File: src/rtl/i2c_slave_regmap_if.sv
// Byte-level event bus between the I2C slave byte engine and the register map.
// master modport: the byte engine (drives START/STOP/byte events, receives
//                 ACK decisions and transmit bytes).
// slave modport : the register map.
// Signals:
//   s_start    START / repeated START with address match (1-cycle pulse)
//   s_rw       R/W bit, valid with s_start (1 = read)
//   s_stop     STOP seen (1-cycle pulse)
//   s_wr_valid received byte present on s_wr_data (1-cycle pulse)
//   s_wr_data  received byte
//   s_wr_resp  response pulse, one clock after s_wr_valid
//   s_wr_ack   valid with s_wr_resp: 1 = ACK, 0 = NACK
//   s_rd_req   engine requests next transmit byte (1-cycle pulse)
//   s_rd_valid transmit byte valid, one clock after s_rd_req
//   s_rd_data  transmit byte, held until the next s_rd_valid
interface i2c_slave_regmap_if;
  logic       s_start;
  logic       s_rw;
  logic       s_stop;
  logic       s_wr_valid;
  logic [7:0] s_wr_data;
  logic       s_wr_resp;
  logic       s_wr_ack;
  logic       s_rd_req;
  logic       s_rd_valid;
  logic [7:0] s_rd_data;

  modport master (
    output s_start, s_rw, s_stop, s_wr_valid, s_wr_data, s_rd_req,
    input  s_wr_resp, s_wr_ack, s_rd_valid, s_rd_data
  );

  modport slave (
    input  s_start, s_rw, s_stop, s_wr_valid, s_wr_data, s_rd_req,
    output s_wr_resp, s_wr_ack, s_rd_valid, s_rd_data
  );
endinterface

File: src/rtl/i2c_slave_regmap.sv
// I2C slave register map. Tracks the register pointer (with 8-bit wrapping
// auto-increment), holds RO_BASE writable 8-bit registers and exposes a
// read-only window of live status bytes at RO_BASE..REG_COUNT-1.
// Ports:
//   clk, rst_n   system clock, asynchronous active-low reset
//   bus          byte-event bus from the slave byte engine (slave side)
//   ro_in        live status, byte k appears at address RO_BASE+k
//   rw_out       flat copy of the writable registers, byte k = address k
//   reg_wr_stb   1-cycle pulse per accepted register write
//   reg_wr_addr  address of that write
//   reg_wr_data  data of that write
module i2c_slave_regmap #(
  parameter int         REG_COUNT = 16,
  parameter int         RO_BASE   = 8,
  parameter logic [7:0] RST_VAL   = 8'h00,
  parameter logic [7:0] OOR_VAL   = 8'hFF
) (
  input  logic                              clk,
  input  logic                              rst_n,
  i2c_slave_regmap_if.slave                 bus,
  input  logic [8*(REG_COUNT-RO_BASE)-1:0]  ro_in,
  output logic [8*RO_BASE-1:0]              rw_out,
  output logic                              reg_wr_stb,
  output logic [7:0]                        reg_wr_addr,
  output logic [7:0]                        reg_wr_data
);

  typedef enum logic [1:0] {IDLE, PTR, WDATA, RDATA} state_e;

  localparam logic [8:0] RO_BASE_W = 9'(RO_BASE);

  state_e     state_q, state_d;
  logic [7:0] ptr_q, ptr_d;
  logic [7:0] regs_q [RO_BASE];
  logic [7:0] regs_d [RO_BASE];
  logic       wr_resp_q, wr_resp_d;
  logic       wr_ack_q, wr_ack_d;
  logic       rd_valid_q, rd_valid_d;
  logic [7:0] rd_data_q, rd_data_d;
  logic       stb_q, stb_d;
  logic [7:0] waddr_q, waddr_d;
  logic [7:0] wdata_q, wdata_d;

  logic       ptr_is_rw;
  logic [7:0] rd_lookup;

  assign ptr_is_rw = ({1'b0, ptr_q} < RO_BASE_W);

  // Byte addressed by the current pointer: writable bank, status window,
  // or the out-of-range filler.
  always_comb begin
    rd_lookup = OOR_VAL;
    for (int i = 0; i < RO_BASE; i++) begin
      if (ptr_q == 8'(i)) rd_lookup = regs_q[i];
    end
    for (int k = 0; k < REG_COUNT - RO_BASE; k++) begin
      if (ptr_q == 8'(RO_BASE + k)) rd_lookup = ro_in[8*k +: 8];
    end
  end

  always_comb begin
    state_d    = state_q;
    ptr_d      = ptr_q;
    regs_d     = regs_q;
    wr_resp_d  = 1'b0;
    wr_ack_d   = 1'b0;
    rd_valid_d = 1'b0;
    rd_data_d  = rd_data_q;
    stb_d      = 1'b0;
    waddr_d    = waddr_q;
    wdata_d    = wdata_q;

    // START/STOP pre-empt any byte event in the same cycle; the byte is
    // dropped without a response pulse.
    if (bus.s_start) begin
      state_d = bus.s_rw ? RDATA : PTR;
    end else if (bus.s_stop) begin
      state_d = IDLE;
    end else begin
      if (bus.s_wr_valid) begin
        wr_resp_d = 1'b1;
        case (state_q)
          PTR: begin
            ptr_d    = bus.s_wr_data;
            wr_ack_d = 1'b1;
            state_d  = WDATA;
          end
          WDATA: begin
            if (ptr_is_rw) begin
              for (int i = 0; i < RO_BASE; i++) begin
                if (ptr_q == 8'(i)) regs_d[i] = bus.s_wr_data;
              end
              stb_d    = 1'b1;
              waddr_d  = ptr_q;
              wdata_d  = bus.s_wr_data;
              wr_ack_d = 1'b1;
            end
            // Pointer advances even over read-only addresses so a burst
            // stays aligned with the master's view of the address space.
            ptr_d = ptr_q + 8'd1;
          end
          default: ; // IDLE / RDATA: NACK, nothing else changes
        endcase
      end
      if (bus.s_rd_req) begin
        rd_valid_d = 1'b1;
        if (state_q == RDATA) begin
          rd_data_d = rd_lookup;
          ptr_d     = ptr_q + 8'd1;
        end else begin
          rd_data_d = OOR_VAL;
        end
      end
    end
  end

  always_ff @(posedge clk or negedge rst_n) begin
    if (!rst_n) begin
      state_q    <= IDLE;
      ptr_q      <= 8'h00;
      for (int i = 0; i < RO_BASE; i++) regs_q[i] <= RST_VAL;
      wr_resp_q  <= 1'b0;
      wr_ack_q   <= 1'b0;
      rd_valid_q <= 1'b0;
      rd_data_q  <= 8'h00;
      stb_q      <= 1'b0;
      waddr_q    <= 8'h00;
      wdata_q    <= 8'h00;
    end else begin
      state_q    <= state_d;
      ptr_q      <= ptr_d;
      regs_q     <= regs_d;
      wr_resp_q  <= wr_resp_d;
      wr_ack_q   <= wr_ack_d;
      rd_valid_q <= rd_valid_d;
      rd_data_q  <= rd_data_d;
      stb_q      <= stb_d;
      waddr_q    <= waddr_d;
      wdata_q    <= wdata_d;
    end
  end

  generate
    for (genvar gi = 0; gi < RO_BASE; gi++) begin : g_rw_out
      assign rw_out[8*gi +: 8] = regs_q[gi];
    end
  endgenerate

  assign bus.s_wr_resp  = wr_resp_q;
  assign bus.s_wr_ack   = wr_ack_q;
  assign bus.s_rd_valid = rd_valid_q;
  assign bus.s_rd_data  = rd_data_q;
  assign reg_wr_stb     = stb_q;
  assign reg_wr_addr    = waddr_q;
  assign reg_wr_data    = wdata_q;

endmodule

File: src/flat_wrapper.sv
// flat-port wrapper written by rule: the top's interface ports become plain ports
module i2c_slave_regmap_flat 
#(
  parameter int         REG_COUNT = 16,
  parameter int         RO_BASE   = 8,
  parameter logic [7:0] RST_VAL   = 8'h00,
  parameter logic [7:0] OOR_VAL   = 8'hFF
)
  (clk, rst_n, ro_in, rw_out, reg_wr_stb, reg_wr_addr, reg_wr_data, bus_s_start, bus_s_rw, bus_s_stop, bus_s_wr_valid, bus_s_wr_data, bus_s_rd_req, bus_s_wr_resp, bus_s_wr_ack, bus_s_rd_valid, bus_s_rd_data);
  i2c_slave_regmap_if bus_i ();
  input  logic clk;
  input  logic rst_n;
  input  logic [8*(REG_COUNT-RO_BASE)-1:0] ro_in;
  output logic [8*RO_BASE-1:0] rw_out;
  output logic reg_wr_stb;
  output logic [7:0] reg_wr_addr;
  output logic [7:0] reg_wr_data;
  input wire logic [$bits(bus_i.s_start)-1:0] bus_s_start;
  input wire logic [$bits(bus_i.s_rw)-1:0] bus_s_rw;
  input wire logic [$bits(bus_i.s_stop)-1:0] bus_s_stop;
  input wire logic [$bits(bus_i.s_wr_valid)-1:0] bus_s_wr_valid;
  input wire logic [$bits(bus_i.s_wr_data)-1:0] bus_s_wr_data;
  input wire logic [$bits(bus_i.s_rd_req)-1:0] bus_s_rd_req;
  output wire logic [$bits(bus_i.s_wr_resp)-1:0] bus_s_wr_resp;
  output wire logic [$bits(bus_i.s_wr_ack)-1:0] bus_s_wr_ack;
  output wire logic [$bits(bus_i.s_rd_valid)-1:0] bus_s_rd_valid;
  output wire logic [$bits(bus_i.s_rd_data)-1:0] bus_s_rd_data;
  assign bus_i.s_start = bus_s_start;
  assign bus_i.s_rw = bus_s_rw;
  assign bus_i.s_stop = bus_s_stop;
  assign bus_i.s_wr_valid = bus_s_wr_valid;
  assign bus_i.s_wr_data = bus_s_wr_data;
  assign bus_i.s_rd_req = bus_s_rd_req;
  assign bus_s_wr_resp = bus_i.s_wr_resp;
  assign bus_s_wr_ack = bus_i.s_wr_ack;
  assign bus_s_rd_valid = bus_i.s_rd_valid;
  assign bus_s_rd_data = bus_i.s_rd_data;
  i2c_slave_regmap #(.REG_COUNT(REG_COUNT), .RO_BASE(RO_BASE), .RST_VAL(RST_VAL), .OOR_VAL(OOR_VAL)) u_core (.clk(clk), .rst_n(rst_n), .bus(bus_i), .ro_in(ro_in), .rw_out(rw_out), .reg_wr_stb(reg_wr_stb), .reg_wr_addr(reg_wr_addr), .reg_wr_data(reg_wr_data));
endmodule
File: config.mk
export PLATFORM = sky130hd
export DESIGN_NAME = i2c_slave_regmap_flat
export DESIGN_NICKNAME = d
export VERILOG_FILES = /design/src/rtl/i2c_slave_regmap_if.sv /design/src/rtl/i2c_slave_regmap.sv /design/src/flat_wrapper.sv
export SDC_FILE = /design/constraint.sdc
export NUM_CORES = 1
export LEC_CHECK = 0
export CAP_MARGIN = 20
export CELL_PAD_IN_SITES_DETAIL_PLACEMENT = 0
export CELL_PAD_IN_SITES_GLOBAL_PLACEMENT = 1
export CORE_MARGIN = 3
export CORE_UTILIZATION = 36
export DETAILED_ROUTE_END_ITERATION = 8
export PLACE_DENSITY_LB_ADDON = 0.15
export SLEW_MARGIN = 20
export SYNTH_ARGS = -nofsm -noshare
export SYNTH_HDL_FRONTEND = slang
export SYNTH_SLANG_ARGS = --single-unit
File: constraint.sdc
create_clock -name clk -period 2.7 [get_ports clk]
set_input_delay 0.54 -clock clk [delete_from_list [all_inputs] [get_ports clk]]
set_output_delay 0.54 -clock clk [all_outputs]
set_load 0.01 [all_outputs]
==> impl_metrics.json, run 1 <==
{
  "dieArea_um2": 17970,
  "worstPathMaxFanout": 29,
  "placed_cell_area_um2": 8060,
  "critPathBufInv": 3,
  "hold_class": "input port to asynchronous set/reset pin",
  "finalSetupViolCount": 0,
  "min_period_over_period_pct": 92.25,
  "synth_nets": 680,
  "syn-cell-area_um2": 5903,
  "drt_iter0_drc": 497,
  "slew_headroom_pct": 37.77,
  "die_h_um": 134.1,
  "max_clock_freq_ghz": 0.4015,
  "crit_type": "flip-flop to flip-flop",
  "rows": 46,
  "clockBufferDepth": 2,
  "reg2regPathDepth": 9,
  "finalNetCount": 861,
  "p_per_area_nw_per_um2": 639.3,
  "first_pass_iters": 5,
  "worstMarginPinSlew_ns": 0.9237,
  "ant_nets": 0,
  "skew_ns": 0.006412,
  "vias": 5812,
  "cap_violations": 0,
  "initial_utilization_pct": 37.03,
  "die_x_um": 134.1,
  "r2r-end": "u_core.bus.s_rd_data[0]",
  "fillCellCount": 1470,
  "synth-seq-cells": 102,
  "avgSynthCellArea_um2": 9.938,
  "dp_slack_ns": 0.1855,
  "pin_count": 171,
  "hpwl_mm": 17.43,
  "critPathMaxStageDelay_ns": 0.46,
  "period_minus_slack_ns": 2.491,
  "cts.sinks": 102,
  "setup_ws_ns": 0.2093,
  "post-cts-setup-buffer-count": 0,
  "slew_viol_final": 0,
  "ys_async_sr_fraction_pct": 100.0,
  "cts_buffers": 9,
  "synth-seq-area-share_pct": 43.24,
  "area_growth_pct": 41.59,
  "cts_tree": "built",
  "io_buffer_count": 170,
  "antenna_found_initial": 0,
  "clk_pin_slew_ns": 0.07,
  "drcViolationCount": 0,
  "gp_congestion": 0.9230,
  "critical_path.slowest_cell": "dfrtp_1",
  "r2r_start": "u_core.ptr_q[1]",
  "grt_pass1_vias": 5857,
  "drive_gt1_share_pct": 20.51,
  "grt_pass1_wl_mm": 36.28,
  "critical_path.startpoint_type": "flip-flop",
  "critPathTopFamily": "compound AO/OA/AOI/OAI gates",
  "yosysTopAreaCell": "dfrtp_1",
  "grt_use_total_pct": 26.13,
  "hold_ws_ns": 0.1969,
  "ctsHoldBuffers": 0,
  "synth_edf_count": 0,
  "worst_skew_pair.late_latency_ns": 0.36,
  "path_cells": "inv_1, ha_1, buf_12, buf_4, a21oi_1, o221ai_1, o211ai_1, a221o_1, a21oi_2",
  "ir_worst_vdd_uv": 345.2,
  "num_antenna_cells": 0,
  "ys_top_cells_by_area": "dfrtp_1, mux2_2, a21oi_1, o21ai_0, nand2_1",
  "postLayoutCellArea_um2": 8358,
  "core-area_um2": 15940,
  "overflow": 0,
  "cts_resized": 0,
  "wirelength_mm": 23.67,
  "hold_viol_final": 0,
  "worstSetupEndpointType": "flip-flop",
  "rrSetupSlack_ns": 0.21,
  "ys_types": 71,
  "grt_max_degree": 61,
  "viasPerCell": 5.835,
  "h-tree-depth": 3,
  "rsz0062_at_grt": "false",
  "cts_root_buf": "clkbuf_16",
  "ys_warn_count": 0,
  "synthFlopType": "dfrtp_1",
  "status": "complete, no violations",
  "fin_tns_setup_ns": 0,
  "wl_per_cell_um": 23.77,
  "syn_inst": 594,
  "synth_top_area_share_pct": 43.24,
  "power.leakage_nw": 3.557,
  "critPathRequiredTime_ns": 2.99,
  "cp_data_arrival_time_ns": 2.78
}
layer usage:
| metal | up-vias | wire length (um) | global-route usage, % |
|---|---|---|---|
| li1 | 2580 | - | - |
| met1 | 2868 | 10520 | 37.60 |
| met2 | 327 | 10420 | 39.33 |
| met3 | 37 | 2145 | 5.439 |
| met4 | 0 | 590 | 8.937 |
| met5 | - | 0 | 0 |
cells in the final DEF (no fill, tap or decap), drive strengths merged, types with 3 or more instances in the layout:
cell	n
nand2b	11
and3	3
o21ai	43
and2	4
o31ai	4
o311ai	3
ha	7
clkbuf	10
a221oi	3
o22ai	11
buf	47
a31oi	11
a32oi	3
nor2	32
nand4	4
nor2b	15
a22oi	4
dfrtp	102
clkdlybuf4s50	169
mux2	76
or2	3
nand2	41
o22a	5
nand3	18
a211oi	7
o221ai	7
a21o	3
a21oi	53
inv	13
o31a	5
or3	4
o211a	3
o211ai	5
nor3	14
cells in the mapped netlist, drive strengths merged (7+ instances only):
cell / number
o22ai: 11
o221ai: 7
a31oi: 11
nand2: 41
o21ai: 43
inv: 11
nor2b: 15
mux2: 76
a211oi: 7
a21oi: 53
ha: 7
nor3: 14
nand2b: 11
dfrtp: 102
buf: 17
nor2: 32
nand3: 18
clkbuf: 29
metrics by stage:
stage | cells | total power, mW | utilization [%]
3_5_place_dp | 980 | 3.962 | 50.56
6_report | 996 | 5.343 | 52.43
4_1_cts | 996 | 5.316 | 52.43
3_3_place_gp | 980 | 3.944 | 50.56
2_1_floorplan | 594 | 2.991 | -
5_1_grt | 996 | 5.592 | 52.43
state kept, by name (all words and copies together), names as in the netlist:
signal / flops
u_core.bus.s_wr_ack: 1
u_core.bus.s_wr_resp: 1
u_core.reg_wr_data: 8
u_core.reg_wr_stb: 1
u_core.reg_wr_addr: 8
u_core.bus.s_rd_data: 8
u_core.bus.s_rd_valid: 1
u_core.rw_out: 64
u_core.ptr_q: 8
u_core.state_q: 2
cell families (layout without fill, tap and decap cells):
logic type / after synthesis / in the layout / share of synthesized area, %
buffers and inverters: 57 / 243 / 4.472
and+or+nand+nor: 159 / 159 / 14.94
xor gates and xnor gates: 1 / 1 / 0.1484
AOI/OAI and AO/OA: 192 / 192 / 21.22
adders and majority gates: 7 / 7 / 1.484
muxes: 76 / 76 / 14.50
DFF: 102 / 102 / 43.24
cell type report:
| cell class | instances | area (um2) | share of cell area (%) |
|---|---|---|---|
| inverter | 11 | 41.29 | 0.4940 |
| clock inverter | 6 | 68.82 | 0.8234 |
| sequential | 102 | 2552 | 30.54 |
| clock buffer | 10 | 229.0 | 2.740 |
| multi-input combinational | 435 | 3089 | 36.96 |
| tap | 216 | 270.3 | 3.234 |
| timing repair buffer | 216 | 2107 | 25.21 |
worst register-to-register path, stage by stage (launching register included):
cell and delay [ns]:
dfrtp_1 0.46, inv_1 0.15, ha_1 0.23, buf_12 0.20, buf_4 0.28, a21oi_1 0.12
o221ai_1 0.26, o211ai_1 0.19, a221o_1 0.40, a21oi_2 0.13
report_power, final:
group / internal, mW / total (mW) / switching (mW) / leakage, nW
registers: 1.61 / 1.73 / 0.129 / 1.36
clock network: 0.727 / 1.35 / 0.626 / 0.143
logic: 0.921 / 2.26 / 1.33 / 2.05
total: 3.25 / 5.34 / 2.09 / 3.56
worst max path at each step:
stage | from | to | depth (start not counted)
after detailed placement | bus_s_start | u_core.rw_out[25] | 8
final | u_core.ptr_q[1] | u_core.bus.s_rd_data[0] | 9
after global routing | u_core.ptr_q[1] | u_core.bus.s_rd_data[2] | 7
after floorplan | u_core.ptr_q[1] | u_core.rw_out[40] | 7
after global placement | bus_s_start | u_core.rw_out[25] | 8
after CTS | u_core.ptr_q[1] | u_core.bus.s_rd_data[1] | 10
No activity file was read; power rests on OpenSTA's default activity.
==> run 2, diff against run 1 <==
- CORE_ASPECT_RATIO: unset -> 0.9
- HOLD_SLACK_MARGIN: unset -> 0.05
==> impl_metrics.json, run 2 (same netlist as run 1, synthesis figures left out) <==
{
  "die_h_um": 127.5,
  "cts_root_buf": "clkbuf_16",
  "max_clock_freq_ghz": 0.4119,
  "wirelength_mm": 24.04,
  "finalNetCount": 862,
  "largest_reg_flops": 64,
  "grt_pass1_vias": 5715,
  "layout_commonest_cell": "clkdlybuf4s50_1",
  "cp_data_arrival_time_ns": 2.72,
  "hold_class": "input port to asynchronous set/reset pin",
  "ir_worst_vdd_uv": 411.6,
  "clockBufferDepth": 2,
  "initial_utilization_pct": 37.58,
  "cts.sinks": 102,
  "vias": 5812,
  "die_x_um": 141.0,
  "slew_headroom_pct": 32.34,
  "finalSetupViolCount": 0,
  "grt_use_total_pct": 26.68,
  "worst_skew_pair.late_latency_ns": 0.36,
  "crit_type": "flip-flop to flip-flop",
  "critical_path.slowest_cell": "dfrtp_1",
  "period_minus_slack_ns": 2.428,
  "rows": 43,
  "viasPerCell": 5.913,
  "critical_path.startpoint_type": "flip-flop",
  "first_pass_iters": 7,
  "cts_tree": "built",
  "p_per_area_nw_per_um2": 637.2,
  "hpwl_mm": 18.29,
  "grt_max_degree": 46,
  "drt_iter0_drc": 604,
  "pin_count": 171,
  "worstSetupEndpointType": "flip-flop",
  "antenna_found_initial": 0,
  "final_core_util_pct": 53.18,
  "ctsHoldBuffers": 0,
  "regArea_um2": 2552,
  "worstMarginPinSlew_ns": 1.004,
  "overflow": 0,
  "min_period_over_period_pct": 89.92,
  "ant_nets": 0,
  "worstPathMaxFanout": 19,
  "power.leakage_nw": 3.564,
  "h-tree-depth": 3,
  "status": "complete, no violations",
  "post-cts-setup-buffer-count": 0,
  "slew_viol_final": 0,
  "core-area_um2": 15710,
  "fillCellCount": 1437,
  "critPathRequiredTime_ns": 2.99,
  "path_cells": "inv_1, ha_1, buf_12, nor3b_1, o31a_1, o211ai_1, o211a_1, o221ai_1, a21oi_1",
  "area_growth_pct": 41.52,
  "skew_ns": 0.009185,
  "rsz0062_at_grt": "false",
  "drive_gt1_share_pct": 20.61,
  "clk_pin_slew_ns": 0.08,
  "drcViolationCount": 0,
  "num_antenna_cells": 0,
  "cap_violations": 0,
  "dieArea_um2": 17970,
  "p_total_mw": 5.323,
  "cts_resized": 0,
  "hold_viol_final": 0,
  "io_buffer_count": 170,
  "multi_input_area_um2": 3089,
  "cts_buffers": 9,
  "final_cell_mix": "clkdlybuf4s50_1, dfrtp_1, mux2_2, a21oi_1, o21ai_0",
  "fin_tns_setup_ns": 0,
  "critPathMaxStageDelay_ns": 0.48,
  "grt_pass1_wl_mm": 36.51,
  "gp_congestion": 0.9306,
  "wl_per_cell_um": 24.46
}
[run 2: cell count changes in the layout (fill, tap and decap cells not counted)]
cell / previous run / this run
buf_12: 5 / 6
bufinv_16: 1 / 0
clkinv_2: 1 / 0
clkinv_8: 0 / 1
clkinvlp_4: 1 / 0
inv_6: 2 / 3
o311ai_0: 2 / 3
inv_8: 0 / 1
o311ai_1: 1 / 0
[run 2: layout make-up]
class	count	area share [%]
multi-input cells	435	36.98
flip-flops and latches	102	30.55
repair buffers	217	25.46
well taps	202	3.025
clock buffers	10	2.741
clock inverters	6	0.7488
inverters	11	0.4942
[run 2: path summary, 6_finish.rpt]
path | startpoint | to | slack (ns) | cells after the start
min reg2reg | u_core.reg_wr_addr[5] | u_core.reg_wr_addr[5] | 0.50 | 1
max | u_core.ptr_q[0] | u_core.bus.s_rd_data[6] | 0.27 | 9
max in group asynchronous | rst_n | u_core.rw_out[5] | 1.83 | 2
min in group clk | u_core.reg_wr_addr[5] | u_core.reg_wr_addr[5] | 0.50 | 1
min | rst_n | u_core.rw_out[63] | 0.17 | 1
max reg2reg | u_core.ptr_q[0] | u_core.bus.s_rd_data[6] | 0.27 | 9
[run 2: power breakdown]
part | leakage (nW) | total, mW | switching (mW) | internal [mW]
logic | 2.06 | 2.29 | 1.35 | 0.937
clock network | 0.143 | 1.31 | 0.660 | 0.653
registers | 1.36 | 1.72 | 0.117 | 1.61
[run 2: metal layers]
metal,vias to the layer above,routed length [um],track usage [%]
met3,29,2153,7.859
met5,-,0,0
met1,2894,11160,39.10
met4,0,461,5.812
met2,296,10260,39.08
li1,2593,-,-
[run 2: critical path, delay by kind of cell, from the launching register on]
family	cells	cell delay (ns)
flip-flops	1	0.48
AND/OR/NAND/NOR	1	0.15
buffers and inverters	2	0.30
AO/OA/AOI/OAI	5	1.13
adder cells (fa/ha/maj)	1	0.28
[run 2: per-stage QoR]
step / hold slack [ns] / instances / area [um2] / setup WS, ns
6_report: 0.1696 / 983 / 8354 / 0.2723
5_1_grt: 0.2129 / 983 / 8354 / 0.07593
4_1_cts: 0.2021 / 983 / 8354 / 0.3092
3_5_place_dp: 0.4891 / 967 / 8063 / 0.1012
3_3_place_gp: 0.4833 / 967 / 8063 / 0.1118
2_1_floorplan: 0.2444 / 594 / 5903 / 0.5720
